--- src/rtl/mc_controller.sv ---
// Multi-cycle control FSM for the RV32 core: drives datapath selects and strobes per state.
// Optional MC_ILLEGAL_TRAP_EN: undecoded opcodes park the FSM in a TRAP state with illegal=1.
module mc_controller #(
  parameter int unsigned INSTRET_W = 32
) (
  input  logic                 clk,
  input  logic                 rst,
  input  logic [6:0]           op,
  input  logic [2:0]           funct3,
  input  logic                 funct7b5,
  input  logic                 zero,
  input  logic                 mem_ready,
  output logic                 PCWrite,
  output logic                 AdrSrc,
  output logic                 MemWrite,
  output logic                 IRWrite,
  output logic [1:0]           ResultSrc,
  output logic [1:0]           ALUSrcA,
  output logic [1:0]           ALUSrcB,
  output logic [1:0]           ImmSrc,
  output logic [2:0]           ALUcontrol,
  output logic                 RegWrite,
  output logic                 illegal,
  output logic [3:0]           state_dbg,
  output logic [INSTRET_W-1:0] instret
);

  typedef enum logic [3:0] {
    StFetch    = 4'd0,
    StDecode   = 4'd1,
    StMemAdr   = 4'd2,
    StMemRead  = 4'd3,
    StMemWb    = 4'd4,
    StMemWrite = 4'd5,
    StExecR    = 4'd6,
    StExecI    = 4'd7,
    StAluWb    = 4'd8,
    StBeq      = 4'd9,
    StJal      = 4'd10,
    StTrap     = 4'd11
  } state_e;

  localparam logic [6:0] OpLoad  = 7'b0000011;
  localparam logic [6:0] OpStore = 7'b0100011;
  localparam logic [6:0] OpR     = 7'b0110011;
  localparam logic [6:0] OpI     = 7'b0010011;
  localparam logic [6:0] OpBeq   = 7'b1100011;
  localparam logic [6:0] OpJal   = 7'b1101111;

  localparam logic [2:0] AluAdd = 3'b000;
  localparam logic [2:0] AluSub = 3'b001;
  localparam logic [2:0] AluAnd = 3'b010;
  localparam logic [2:0] AluOr  = 3'b011;
  localparam logic [2:0] AluSlt = 3'b101;

  state_e               state_q, state_d;
  logic [INSTRET_W-1:0] instret_q;
  logic [2:0]           alu_funct;
  logic                 pc_write, mem_write, ir_write, reg_write;

  always_ff @(posedge clk or negedge rst) begin
    if (!rst) begin
      state_q   <= StFetch;
      instret_q <= '0;
    end else begin
      state_q <= state_d;
      // Retire on every return to FETCH; fetch stalls stay in FETCH and do not count.
      if (state_q != StFetch && state_d == StFetch) begin
        instret_q <= instret_q + INSTRET_W'(1);
      end
    end
  end

  // Subtract only for R-type (op[5]) with funct7b5; I-type funct7 bits are immediate.
  always_comb begin
    alu_funct = AluAdd;
    case (funct3)
      3'b000:  alu_funct = (op[5] & funct7b5) ? AluSub : AluAdd;
      3'b010:  alu_funct = AluSlt;
      3'b110:  alu_funct = AluOr;
      3'b111:  alu_funct = AluAnd;
      default: alu_funct = AluAdd;
    endcase
  end

  always_comb begin
    ImmSrc = 2'b00;
    case (op)
      OpStore: ImmSrc = 2'b01;
      OpBeq:   ImmSrc = 2'b10;
      OpJal:   ImmSrc = 2'b11;
      default: ImmSrc = 2'b00;
    endcase
  end

  always_comb begin
    state_d    = state_q;
    pc_write   = 1'b0;
    mem_write  = 1'b0;
    ir_write   = 1'b0;
    reg_write  = 1'b0;
    AdrSrc     = 1'b0;
    ResultSrc  = 2'b00;
    ALUSrcA    = 2'b00;
    ALUSrcB    = 2'b00;
    ALUcontrol = AluAdd;

    unique case (state_q)
      StFetch: begin
        ALUSrcB   = 2'b10;
        ResultSrc = 2'b10;
        if (mem_ready) begin
          ir_write = 1'b1;
          pc_write = 1'b1;
          state_d  = StDecode;
        end
      end
      StDecode: begin
        ALUSrcA = 2'b01;
        ALUSrcB = 2'b01;
        case (op)
          OpLoad, OpStore: state_d = StMemAdr;
          OpR:             state_d = StExecR;
          OpI:             state_d = StExecI;
          OpBeq:           state_d = StBeq;
          OpJal:           state_d = StJal;
`ifdef MC_ILLEGAL_TRAP_EN
          default:         state_d = StTrap;
`else
          default:         state_d = StFetch;
`endif
        endcase
      end
      StMemAdr: begin
        ALUSrcA = 2'b10;
        ALUSrcB = 2'b01;
        state_d = (op == OpLoad) ? StMemRead : StMemWrite;
      end
      StMemRead: begin
        AdrSrc = 1'b1;
        if (mem_ready) state_d = StMemWb;
      end
      StMemWb: begin
        ResultSrc = 2'b01;
        reg_write = 1'b1;
        state_d   = StFetch;
      end
      StMemWrite: begin
        AdrSrc    = 1'b1;
        mem_write = 1'b1;
        if (mem_ready) state_d = StFetch;
      end
      StExecR: begin
        ALUSrcA    = 2'b10;
        ALUcontrol = alu_funct;
        state_d    = StAluWb;
      end
      StExecI: begin
        ALUSrcA    = 2'b10;
        ALUSrcB    = 2'b01;
        ALUcontrol = alu_funct;
        state_d    = StAluWb;
      end
      StAluWb: begin
        reg_write = 1'b1;
        state_d   = StFetch;
      end
      StBeq: begin
        ALUSrcA    = 2'b10;
        ALUcontrol = AluSub;
        pc_write   = zero;
        state_d    = StFetch;
      end
      StJal: begin
        ALUSrcA  = 2'b01;
        ALUSrcB  = 2'b10;
        pc_write = 1'b1;
        state_d  = StAluWb;
      end
`ifdef MC_ILLEGAL_TRAP_EN
      StTrap: begin
        state_d = StTrap;
      end
`endif
      default: begin
        state_d = StFetch;
      end
    endcase
  end

  // FETCH strobes depend on mem_ready, so they must be masked while reset is held.
  assign PCWrite  = pc_write & rst;
  assign IRWrite  = ir_write & rst;
  assign RegWrite = reg_write & rst;
  assign MemWrite = mem_write & rst;

`ifdef MC_ILLEGAL_TRAP_EN
  assign illegal = (state_q == StTrap);
`else
  assign illegal = 1'b0;
`endif

  assign state_dbg = state_q;
  assign instret   = instret_q;

endmodule

--- config.mk ---
export PLATFORM = sky130hd
export DESIGN_NAME = mc_controller
export DESIGN_NICKNAME = d
export VERILOG_FILES = /design/src/rtl/mc_controller.sv
export SDC_FILE = /design/constraint.sdc
export NUM_CORES = 1
export LEC_CHECK = 0
export CAP_MARGIN = 10
export CORE_MARGIN = 2
export CORE_UTILIZATION = 45
export CTS_CLUSTER_SIZE = 12
export DETAILED_ROUTE_END_ITERATION = 6
export DONT_BUFFER_PORTS = 1
export PLACE_DENSITY = 0.59
export SKIP_CTS_REPAIR_TIMING = 1
export SLEW_MARGIN = 10
export SYNTH_ARGS = -nofsm -noshare
export SYNTH_HDL_FRONTEND = slang
export SYNTH_SLANG_ARGS = --single-unit
--- constraint.sdc ---
create_clock -name clk -period 3.2 [get_ports clk]
set_clock_uncertainty 0.1 [all_clocks]
set_input_delay 0.48 -clock clk [delete_from_list [all_inputs] [get_ports clk]]
set_output_delay 0.48 -clock clk [all_outputs]
set_load 0.005 [all_outputs]
# Word level (Yosys, flattened, before mapping)
# Index checks and enable logic that the tools add are counted.
# Widths: inputs -> output; s select.
classes:
  add_sub_neg: 1
  n_mul: 0
  div: 0
  magnitude_cmp: 0
  n_eq_ne: 19
  shift: 0
  n_mux: 19
  bitwise: 5
  reduce_logical: 14
ops:
  columns: ["operator", "n"]
  rows:
  - ["$add 32x1->32 const B", 1]
  - ["$pmux 4 s6", 1]
  - ["$pmux 4 s5", 1]
  - ["$eq 4x3->1 const B", 4]
  - ["$eq 7x6->1 const B", 2]
  - ["$eq 7x7->1 const B", 2]
  - ["$eq 4x4->1 const B", 3]
  - ["$mux 4", 3]
  - ["$pmux 2 s2", 3]
  - ["$pmux 3 s4", 1]
  - ["$reduce_or 2->1", 6]
  - ["$eq 4x2->1 const B", 2]
  - ["$logic_not 4->1", 2]
  - ["$eq 7x2->1 const B", 1]
  - ["$eq 7x5->1 const B", 1]
  - ["$eq 3x3->1 const B", 2]
  - ["$mux 1", 6]
  - ["$pmux 2 s3", 1]
  - ["$pmux 3 s2", 1]
  - ["$reduce_or 3->1", 2]
  - ["$and 1x1->1", 5]
  - ["$eq 4x1->1 const B", 1]
  - ["$reduce_bool 4->1", 1]
  - ["$reduce_or 4->1", 1]
  - ["other kinds (5)", 5]
word_totals:
  reg_bits: 36
  latchBits: 0
  ram_bits: 0
  romBits: 0
  in_bits: 15
  elab_cells: 60
  n_memories: 0

# Depth between registers and ports, before layout
logic_depth:
  word_depth: 6
  depth_mapped: 8

# Worst setup path before layout
# Ideal clock, no wire load.
synth_path:
  path_kind: "input port to flip-flop"
  startpoint: "input op[2]"
  endpoint: "register instret_q[1], in the netlist instret[1]"
  t_arrival_ns: 2.254
  setup_slack_ns: 0.722
  stages: 6
  path_buffers: 0
  cell_sequence: "nand4bb_4 -> o31a_1 -> a2111o_1 -> or3_4 -> nor2_1 -> mux2_2"
synth_between:
  elab_chain_len: 6
  word_cells_on_any_way: 12
synth_lines:
  columns: ["element", "line_no", "rtl"]
  rows:
  - ["start: declaration", "8", "input logic [6:0] op,"]
  - ["$eq 7x2->1 or $eq 7x6->1 (tied branches)", "121, 137", null]
  - ["$reduce_or 2->1", "121", "case (op)"]
  - ["$pmux 4 s5", "121", null]
  - ["$pmux 4 s6 (*)", "108", "unique case (state_q)"]
  - ["named net state_d[2]", "56", "state_e state_q, state_d;"]
  - ["$logic_not 4->1 (*)", "68", "if (state_q != StFetch && state_d == StFetch) begin"]
  - ["$logic_and 1x1->1 (*)", "68", null]
  - ["end signal: assignment", "69", "instret_q <= instret_q + INSTRET_W'(1);"]
  - ["end: declaration", "57", "logic [INSTRET_W-1:0] instret_q;"]
# The timed path passes the listed nets; every way through them passes the cells marked *.
# A chain may end at the register's enable or synchronous reset.

# Worst setup path in the final report
layout_path:
  startpoint: "register state_q[1], in the netlist state_dbg[1]"
  endpoint: "register instret_q[30], in the netlist instret[30]"
layout_between:
  elab_chain_len: 5
  word_cells_on_any_way: 16
layout_lines:
  columns: ["element", "line_no", "rtl"]
  rows:
  - ["start: declaration", "56", null]
  - ["start signal: assignment", "63", "state_q <= StFetch;"]
  - ["start signal: assignment", "66", "state_q <= state_d;"]
  - ["$eq 4x4->1 or $eq 4x3->1 (tied branches)", "108", null]
  - ["$reduce_or 3->1 (no line)", null, null]
  - ["$pmux 4 s6 (*)", "108", null]
  - ["named net state_d[2]", "56", null]
  - ["$logic_not 4->1 (*)", "68", null]
  - ["$logic_and 1x1->1 (*)", "68", null]
# Marks and branches as above.

==> run_results.csv <==
group,metric,value,unit
synthesis,synth_area_per_cell,9.79,sq um
critical_path,crit_type,"reg2reg",
timing,slew_viol_final,0,
route,ant_nets,0,
finish,final_layout_size_suffix_gt1_share,12.0,%
power_and_ir_drop,cellPowerDensity,462,nW/um^2
place,hpwl,3310,microns
route,drc,0,
timing,worstMarginPinSlew,1.05,ns
power_and_ir_drop,power.leakage,0.00101,uW
route,vias_per_cell,5.94,
synthesis,yosysWarnings,0,
synthesis,synth_edf_count,0,
place,globalplace.congestion,0.754,
route,dr.pass1.iters,4,
timing,timing.fmax,347,MHz
clock_tree,cts_buffers,5,
floorplanning,ios,68,
critical_path,startpoint_type,"flip-flop",
place,io_buffers,0,
hold_path,min_path_type,"in2reg",
clock_tree,clockBufferDepth,2,
floorplanning,die-width,73.2,microns
synthesis,synthFlopType,"dfrtp_1",
finish,synthToLayoutAreaGrowth,7.43,%
job,maxCapViolations,0,
synthesis,ys_types,53,
finish,fin_nets,240,
timing,rsz0062_at_grt,"false",
synthesis,synth_cells,220,
timing,finalHoldViolCount,0,
global_route,overflow,0,
timing,period_share,90.1,%
finish,n_fill_cell,443,
global_route,grtUsageTotal,18.2,%
critical_path,cp_data_arrival_time,2.95,ns
route,first_iter_violations,78,
global_route,grt_first_pass_wirelength,7460,microns
synthesis,async_flop_share,100,%
floorplanning,start_util,46.2,%
synthesis,syn-cell-area,2150,sq um
synthesis,seq_area_frac_synth,41.8,%
clock_tree,cts.sinks,36,
clock_tree,clk_latency,0.28,ns
power_and_ir_drop,vdd.ir_drop.worst,0.000259,V
critical_path,crit_path_max_fanout,18,
critical_path,cp-end-kind,"flip-flop",
finish,n_antenna_cell,0,
global_route,grt_pass1_vias,1536,
floorplanning,row_count,25,
floorplanning,core_area,4660,sq um
finish,fin_util,49.7,%
route,routed_wl,4670,microns
critical_path,required,3.26,ns
global_route,grt_start_max_net_pins,39,
clock_tree,cts_tree,"built",
timing,max-slew-margin-rel,29.4,%
synthesis,synthesis.nets,236,
clock_tree,path_clk_slew,0.07,ns
route,vias,1658,
floorplanning,die_h,73.2,microns
timing,setup_viol,0,
floorplanning,design.die.area,5360,sq um
global_route,antenna_found_initial,0,
clock_tree,htreeDepth,2,
clock_tree,cts_root_buf,"clkbuf_8",
timing,fin_tns_setup,0,ns
run_status,outcome,"finished, final reports clean",
timing,fin_crit,2.88,ns
synthesis,ys_ff_latch,36,
route,drt-wirelength-per-cell,16.7,microns
per-layer routing:
layer	share of wire [%]	GRT usage, %
met1	46	24.9
met2	45	26.5
met3	7.6	7.18
met4	0.79	5.14
met5	0	0
worst max-delay path, cell delays in order, from the launching register on:
cell and delay (ns):
dfrtp_1 0.64, or4b_2 0.28, nor4b_1 0.06, a2111o_1 0.39, nor3_2 0.85, nand4_1 0.23
xnor2_1 0.20
synth_stat cells (2+ instances only):
library cell   n  area share, %
o32ai_1        2           0.81
or3b_2         2           0.81
nand4_1       13            3.8
a21oi_1        5            1.2
mux2_2         2            1.0
buf_4          2           0.70
nor3_2         8            3.7
and4_1         2           0.81
nand3_1       18            4.2
nor3_1         8            1.9
and3_1         8            2.3
inv_1          8            1.4
xnor2_1       20            8.1
nand2b_1       7            2.0
clkbuf_1       2           0.35
and2_1         2           0.58
xor2_1        13            5.3
nand2_1        8            1.4
nor4b_1        2           0.81
nand3b_1       3            1.0
dfrtp_1       36             42
nor2_1        18            3.1
metrics by stage:
stage / power, uW / setup slack [ns] / cells / hold WS (ns) / cell area [sq um]
after floorplan: 691 / 0.722 / 220 / 0.0844 / 2150
after global placement: 730 / 0.306 / 269 / 0.0851 / 2190
after detailed placement: 732 / 0.268 / 269 / 0.0851 / 2190
after CTS: 1070 / 0.324 / 277 / -0.224 / 2280
after global routing: 1140 / 0.00791 / 279 / 0.312 / 2310
final: 1070 / 0.317 / 279 / 0.299 / 2310
cells by family after synthesis:
kind of cell / synth area share, %
muxes: 1.51
xor gates and xnor gates: 13.4
DFF: 41.8
buffers and inverters: 3.72
and+or+nand+nor: 31.7
adders and majority gates: 0.581
other: 0.174
AOI/OAI and AO/OA: 7.14
registers in the layout, summed over array words and instances (netlist names):
| name | count |
|---|---|
| state_dbg | 4 |
| instret | 32 |
final timing paths:
check | start | to | slack, ns | cells after the start
setup / recovery | state_dbg[1] | instret[30] | 0.32 | 6
hold / removal | op[6] | state_dbg[3] | 0.30 | 2
setup reg to reg | state_dbg[1] | instret[30] | 0.32 | 6
hold reg to reg | instret[31] | instret[31] | 0.39 | 1
max in group asynchronous | rst | instret[20] | 2.27 | 2
min in group asynchronous | rst | instret[27] | 0.54 | 2
layout by cell type, fill, tap and decap left out, types with 3 or more instances in the layout:
cell type / Yosys / routed
a21oi_1: 5 / 5
and3_1: 8 / 8
buf_4: 2 / 3
clkbuf_8: 0 / 6
dfrtp_1: 36 / 36
inv_1: 8 / 8
nand2_1: 8 / 8
nand2b_1: 7 / 7
nand3_1: 18 / 18
nand3b_1: 3 / 3
nand4_1: 13 / 13
nor2_1: 18 / 18
nor3_1: 8 / 8
nor3_2: 8 / 8
xnor2_1: 20 / 20
xor2_1: 13 / 13
cell type report:
cell class | instances | area (sq um) | share of cell area, %
inverter | 8 | 30.0 | 1.30
timing repair buffer | 5 | 52.6 | 2.27
multi-input combinational | 168 | 1170 | 50.7
clock buffer | 8 | 90.1 | 3.89
tap | 54 | 67.6 | 2.92
sequential | 36 | 901 | 38.9
power breakdown:
part / switching (uW) / internal (uW) / leakage (uW)
clock network: 156 / 176 / 0.0000455
logic: 104 / 71.9 / 0.000472
registers: 64.3 / 496 / 0.000489
total: 325 / 744 / 0.00101
No activity file was read; power rests on OpenSTA's default activity.
==> variant 1 (same flow settings) <==
Reset style: synchronous (`rst`), changed in one clocked block.
--- a/src/rtl/mc_controller.sv
+++ b/src/rtl/mc_controller.sv
@@ -58,7 +58,7 @@
   logic [2:0]           alu_funct;
   logic                 pc_write, mem_write, ir_write, reg_write;
 
-  always_ff @(posedge clk or negedge rst) begin
+  always_ff @(posedge clk) begin
     if (!rst) begin
       state_q   <= StFetch;
       instret_q <= '0;
Check against the original RTL: differs if rst is asserted again (counterexample within 4 cycles, from zero or initial values and one cycle with rst low); with rst held inactive, the same outputs for 10 cycles.
==> variant 1 against the unedited design <==
Routed wire length grew 13%; critical path type unchanged; count of clock-buffer cells in the layout is 1 lower; die area increased by 3.7%; critical path depth up 1; setup slack better by 0.21 ns; sequential cell count stayed put; worst hold slack lost 0.058 ns; area after synthesis grew 3.9%; cell area grew 2.3%; highest routed layer unchanged; core utilization up 0.13 points; maximum frequency up 7.7%.
Power is not compared: it rests on default switching activity, and its combinational part moved more than twofold at a synthesized area within 25%.
==> variant 1: results <==
[place]
pre_cts_ws_ns = 0.554
hpwl_mm = 3.70
place_congestion = 0.763
io_buffers = 0

[finish]
nNetsFinal = 291
largest_register_ffs = 32
drive_gt1_share_pct = 8.36
num_antenna_cells = 0

[logic_synthesis]
ys_async_sr_fraction_pct = 0
ys.flop_type = "dfxtp_1"
synth_fa_ha_area_share_pct = 0.559
synth_mux_area_share_pct = 0.894
synth_compound_area_share_pct = 20.8
synth_xor_area_share_pct = 1.17
ys_warn_count = 0
synthTopCellsByArea = "dfxtp_1 32%, a21oi_1 8.0%, or3_1 5.6%"
synth_cell_types = 54
ys_seq_area_share_pct = 32.2
synth_fp_nets = 298
synthTopCellsByCount = "36 x a21oi_1, 36 x dfxtp_1, 20 x nand3_1, 20 x o21ai_0, 20 x or3_1"

[global_route]
first_global_vias = 1757
grt_usage_pct = 19.3
grt_max_degree = 62
grt_pass1_wl_mm = 8.47
antenna_found_initial = 0

[clock_network]
cts_root_buf = "clkbuf_8"
clock_path_buffers = 2
clk_pin_slew_ns = 0.07
cts_htree_levels = 2
cts_buffers = 5
clock_latency_ns = 0.28

[detailed_routing]
drt-initial-drc-count = 55
first_pass_iters = 4
via_per_inst = 6.07
wl_per_cell_um = 15.4

[worst_setup_path]
critical_path.slowest_cell = "dfxtp_1"
r2r_cells = 7
critPathMaxStageDelay_ns = 0.64
cp_max_fo = 61

[min_path]
min_path_type = "in -> reg"
hold_depth = 2

[outcome]
status = "complete, no violations"

[pwr]
peakVddDrop_mv = 0.294
leakage_nw = 0.701

[timing]
worstMarginPinSlew_ns = 0.716
variant 1: stage by stage:
stage / std cells / hold WS [ns] / util, % / area (sq um) / total power, mW
after floorplan: 282 / 0.374 / - / 2240 / 0.512
after global placement: 335 / 0.396 / 47.8 / 2270 / 0.522
after detailed placement: 335 / 0.405 / 47.8 / 2270 / 0.522
after CTS: 342 / 0.230 / 49.8 / 2370 / 0.873
after global routing: 342 / 0.250 / 49.8 / 2370 / 0.897
final: 342 / 0.241 / 49.8 / 2370 / 0.857
variant 1: worst paths after layout:
kind / slack [ns] / to / startpoint
setup / recovery: 0.52 / instret[17]$_SDFFE_PN0P_ / state_dbg[2]$_SDFF_PN0_
hold / removal: 0.24 / instret[1]$_SDFFE_PN0P_ / rst
setup reg to reg: 0.52 / instret[17]$_SDFFE_PN0P_ / state_dbg[2]$_SDFF_PN0_
hold reg to reg: 0.40 / instret[31]$_SDFFE_PN0P_ / instret[31]$_SDFFE_PN0P_
variant 1: power breakdown:
part	total [mW]	switching [mW]	internal (mW)	leakage, nW
clock network	0.345	0.154	0.192	0.0503
registers	0.454	0.00381	0.450	0.290
logic	0.0575	0.0359	0.0216	0.361
variant 1: critical path: cells and delay by family (launching register included):
family,cells,cell delay (ns)
flops,1,0.64
buf+inv,1,0.21
simple gates,3,0.92
compound gates,3,0.72
variant 1: cell type report:
type                            count  area, sq um
Sequential cell                    36          721
Tap cell                           67         83.8
Clock buffer                        7         96.3
Multi-Input combinational cell    221         1400
Inverter                            7         26.3
Timing Repair Buffer                4         42.5
Fill cell                         490         2390
variant 1: per-layer routing:
metal | up-vias | track usage [%] | wire length (um)
met4 | 0 | 5.36 | 22
met1 | 967 | 25.1 | 2440
li1 | 1052 | - | -
met2 | 54 | 30.6 | 2410
met3 | 2 | 6.64 | 386
met5 | - | 0 | 0
==> variant 2 (config.mk and constraints unchanged) <==
Made on the original files. The option `MC_ILLEGAL_TRAP_EN` is turned on by a define.
--- a/src/rtl/mc_controller.sv
+++ b/src/rtl/mc_controller.sv
@@ -1,5 +1,7 @@
 // Multi-cycle control FSM for the RV32 core: drives datapath selects and strobes per state.
 // Optional MC_ILLEGAL_TRAP_EN: undecoded opcodes park the FSM in a TRAP state with illegal=1.
+`define MC_ILLEGAL_TRAP_EN
+
 module mc_controller #(
   parameter int unsigned INSTRET_W = 32
 ) (
Behaviour: not the same (a bounded check fails within 4 cycles, from zero or initial values and one cycle with rst low).
==> variant 2 against the unedited design <==
Setup slack improved by 0.29 ns; cell area is 3.8% lower; core utilization is 1.1 points higher; largest cell class unchanged; sequential cell count did not move; routed wire length is 3.1% lower; first-iteration DRC count shrank 1.3%; critical path depth decreased by 1; sequential share of layout area grew 1.6 points; area after synthesis is 3.8% lower.
Power is not compared: it rests on default switching activity, and its combinational part moved more than twofold at a synthesized area within 25%.
==> variant 2: results <==
[logic_synthesis]
ys_async_sr_fraction_pct = 100
ys.flop_type = "dfrtp_1"
synthTopCellsByCount = "36 x dfrtp_1, 21 x nor2_1, 21 x xor2_1, 14 x nand3_1, 13 x nand2_1"
ys_warn_count = 0
ys_seq_area_share_pct = 43.5
synthTopCellsByArea = "dfrtp_1 43%, xor2_1 8.9%, xnor2_1 5.1%"
syn_inst = 220
synth_cell_types = 39

[outcome]
status = "complete, no violations"

[clock_network]
clock_path_buffers = 2
clk_pin_slew_ns = 0.07
clock_latency_ns = 0.28
cts_buffers = 5
cts_htree_levels = 2
cts_root_buf = "clkbuf_8"

[detailed_routing]
drt-initial-drc-count = 77
wl_per_cell_um = 16.6
wirelength_mm = 4.52
vias = 1622
first_pass_iters = 4

[global_route]
grt_usage_pct = 18.5
first_global_vias = 1661
grt_pass1_wl_mm = 7.59
antenna_found_initial = 0
grt_max_degree = 41

[timing]
relSlewSlack_pct = 59.9
finalHoldViolations = 0

[place]
placed_area_sq_um = 2100
post-place-cells = 264
hpwl_mm = 3.22
io_buffers = 0
place_congestion = 0.803

[finish]
drive_gt1_share_pct = 11.3
num_antenna_cells = 0
largest_register_ffs = 32
nNetsFinal = 237

[pwr]
peakVddDrop_mv = 0.355
leakage_nw = 1.03
p_sw_mw = 0.559

[run]
cap_violations = 0

[worst_setup_path]
cp_max_fo = 17
arrival_ns = 2.68

[min_path]
min_path_type = "in -> reg"
## variant 2: changes by cell type in the layout (fill, tap and decap cells not counted), sizes merged, moves of 4 or more
cell and delta:
nand3 -4, nand2 +5, xor2 +8, nor2b +7, nor4 +6, xnor2 -8, nand4 -5
## variant 2: path summary, 6_finish.rpt
kind | cells after the start | to | slack [ns] | from
min in group asynchronous | 2 | instret[28]$_DFFE_PN0P_ | 0.56 | rst
setup reg to reg | 5 | instret[29]$_DFFE_PN0P_ | 0.61 | state_dbg[2]$_DFF_PN0_
setup / recovery | 5 | instret[29]$_DFFE_PN0P_ | 0.61 | state_dbg[2]$_DFF_PN0_
hold reg to reg | 1 | instret[31]$_DFFE_PN0P_ | 0.39 | instret[31]$_DFFE_PN0P_
max in group asynchronous | 2 | state_dbg[0]$_DFF_PN0_ | 2.26 | rst
hold / removal | 2 | state_dbg[1]$_DFF_PN0_ | 0.33 | op[4]
## variant 2: cell families after synthesis
kind of cell,synth area share (%)
and+or+nand+nor,30.0
DFF,43.5
xor gates and xnor gates,13.9
AOI/OAI and AO/OA,7.67
buffers and inverters,3.80
muxes,0.543
adders and majority gates,0.604
## variant 2: through the flow
step	util (%)	hold WS, ns	setup slack, ns
finish	50.8	0.330	0.611
global route	50.8	0.327	0.384
CTS	50.1	-0.223	0.602
detailed placement	47.9	0.0855	0.625
global placement	47.9	0.0855	0.726
floorplan	-	0.0844	1.32
## variant 2: per-layer routing
layer	vias to the layer above	global-route usage [%]	routed length (um)
li1	763	-	-
met1	784	22.2	1930
met2	67	31.1	2200
met3	8	5.63	326
met4	0	6.92	65
met5	-	0	0
## variant 2: power groups by stage
stage | Combinational, mW | Clock [mW] | Sequential (mW)
final | 0.450 | 0.343 | 0.665
after global routing | 0.500 | 0.372 | 0.680
after CTS | 0.436 | 0.356 | 0.664
after detailed placement | 0.431 | 0 | 0.673
after global placement | 0.417 | 0 | 0.665
after floorplan | 0.406 | 0 | 0.603
## variant 2: area by class of cell
cell class | count | area [sq um]
repair buffers | 3 | 37.5
multi-input cells | 166 | 1090
clock buffers | 7 | 96.3
flip-flops and latches | 36 | 901
inverters | 9 | 33.8
fillers | 396 | 2160
well taps | 52 | 65.1
## variant 2: worst max-delay path, cell delays in order (launching register included)
cell	delay, ns
dfrtp_1	0.67
nor2b_1	0.20
a221o_1	0.36
nand4_1	0.56
nor4_1	0.43
xor2_1	0.19
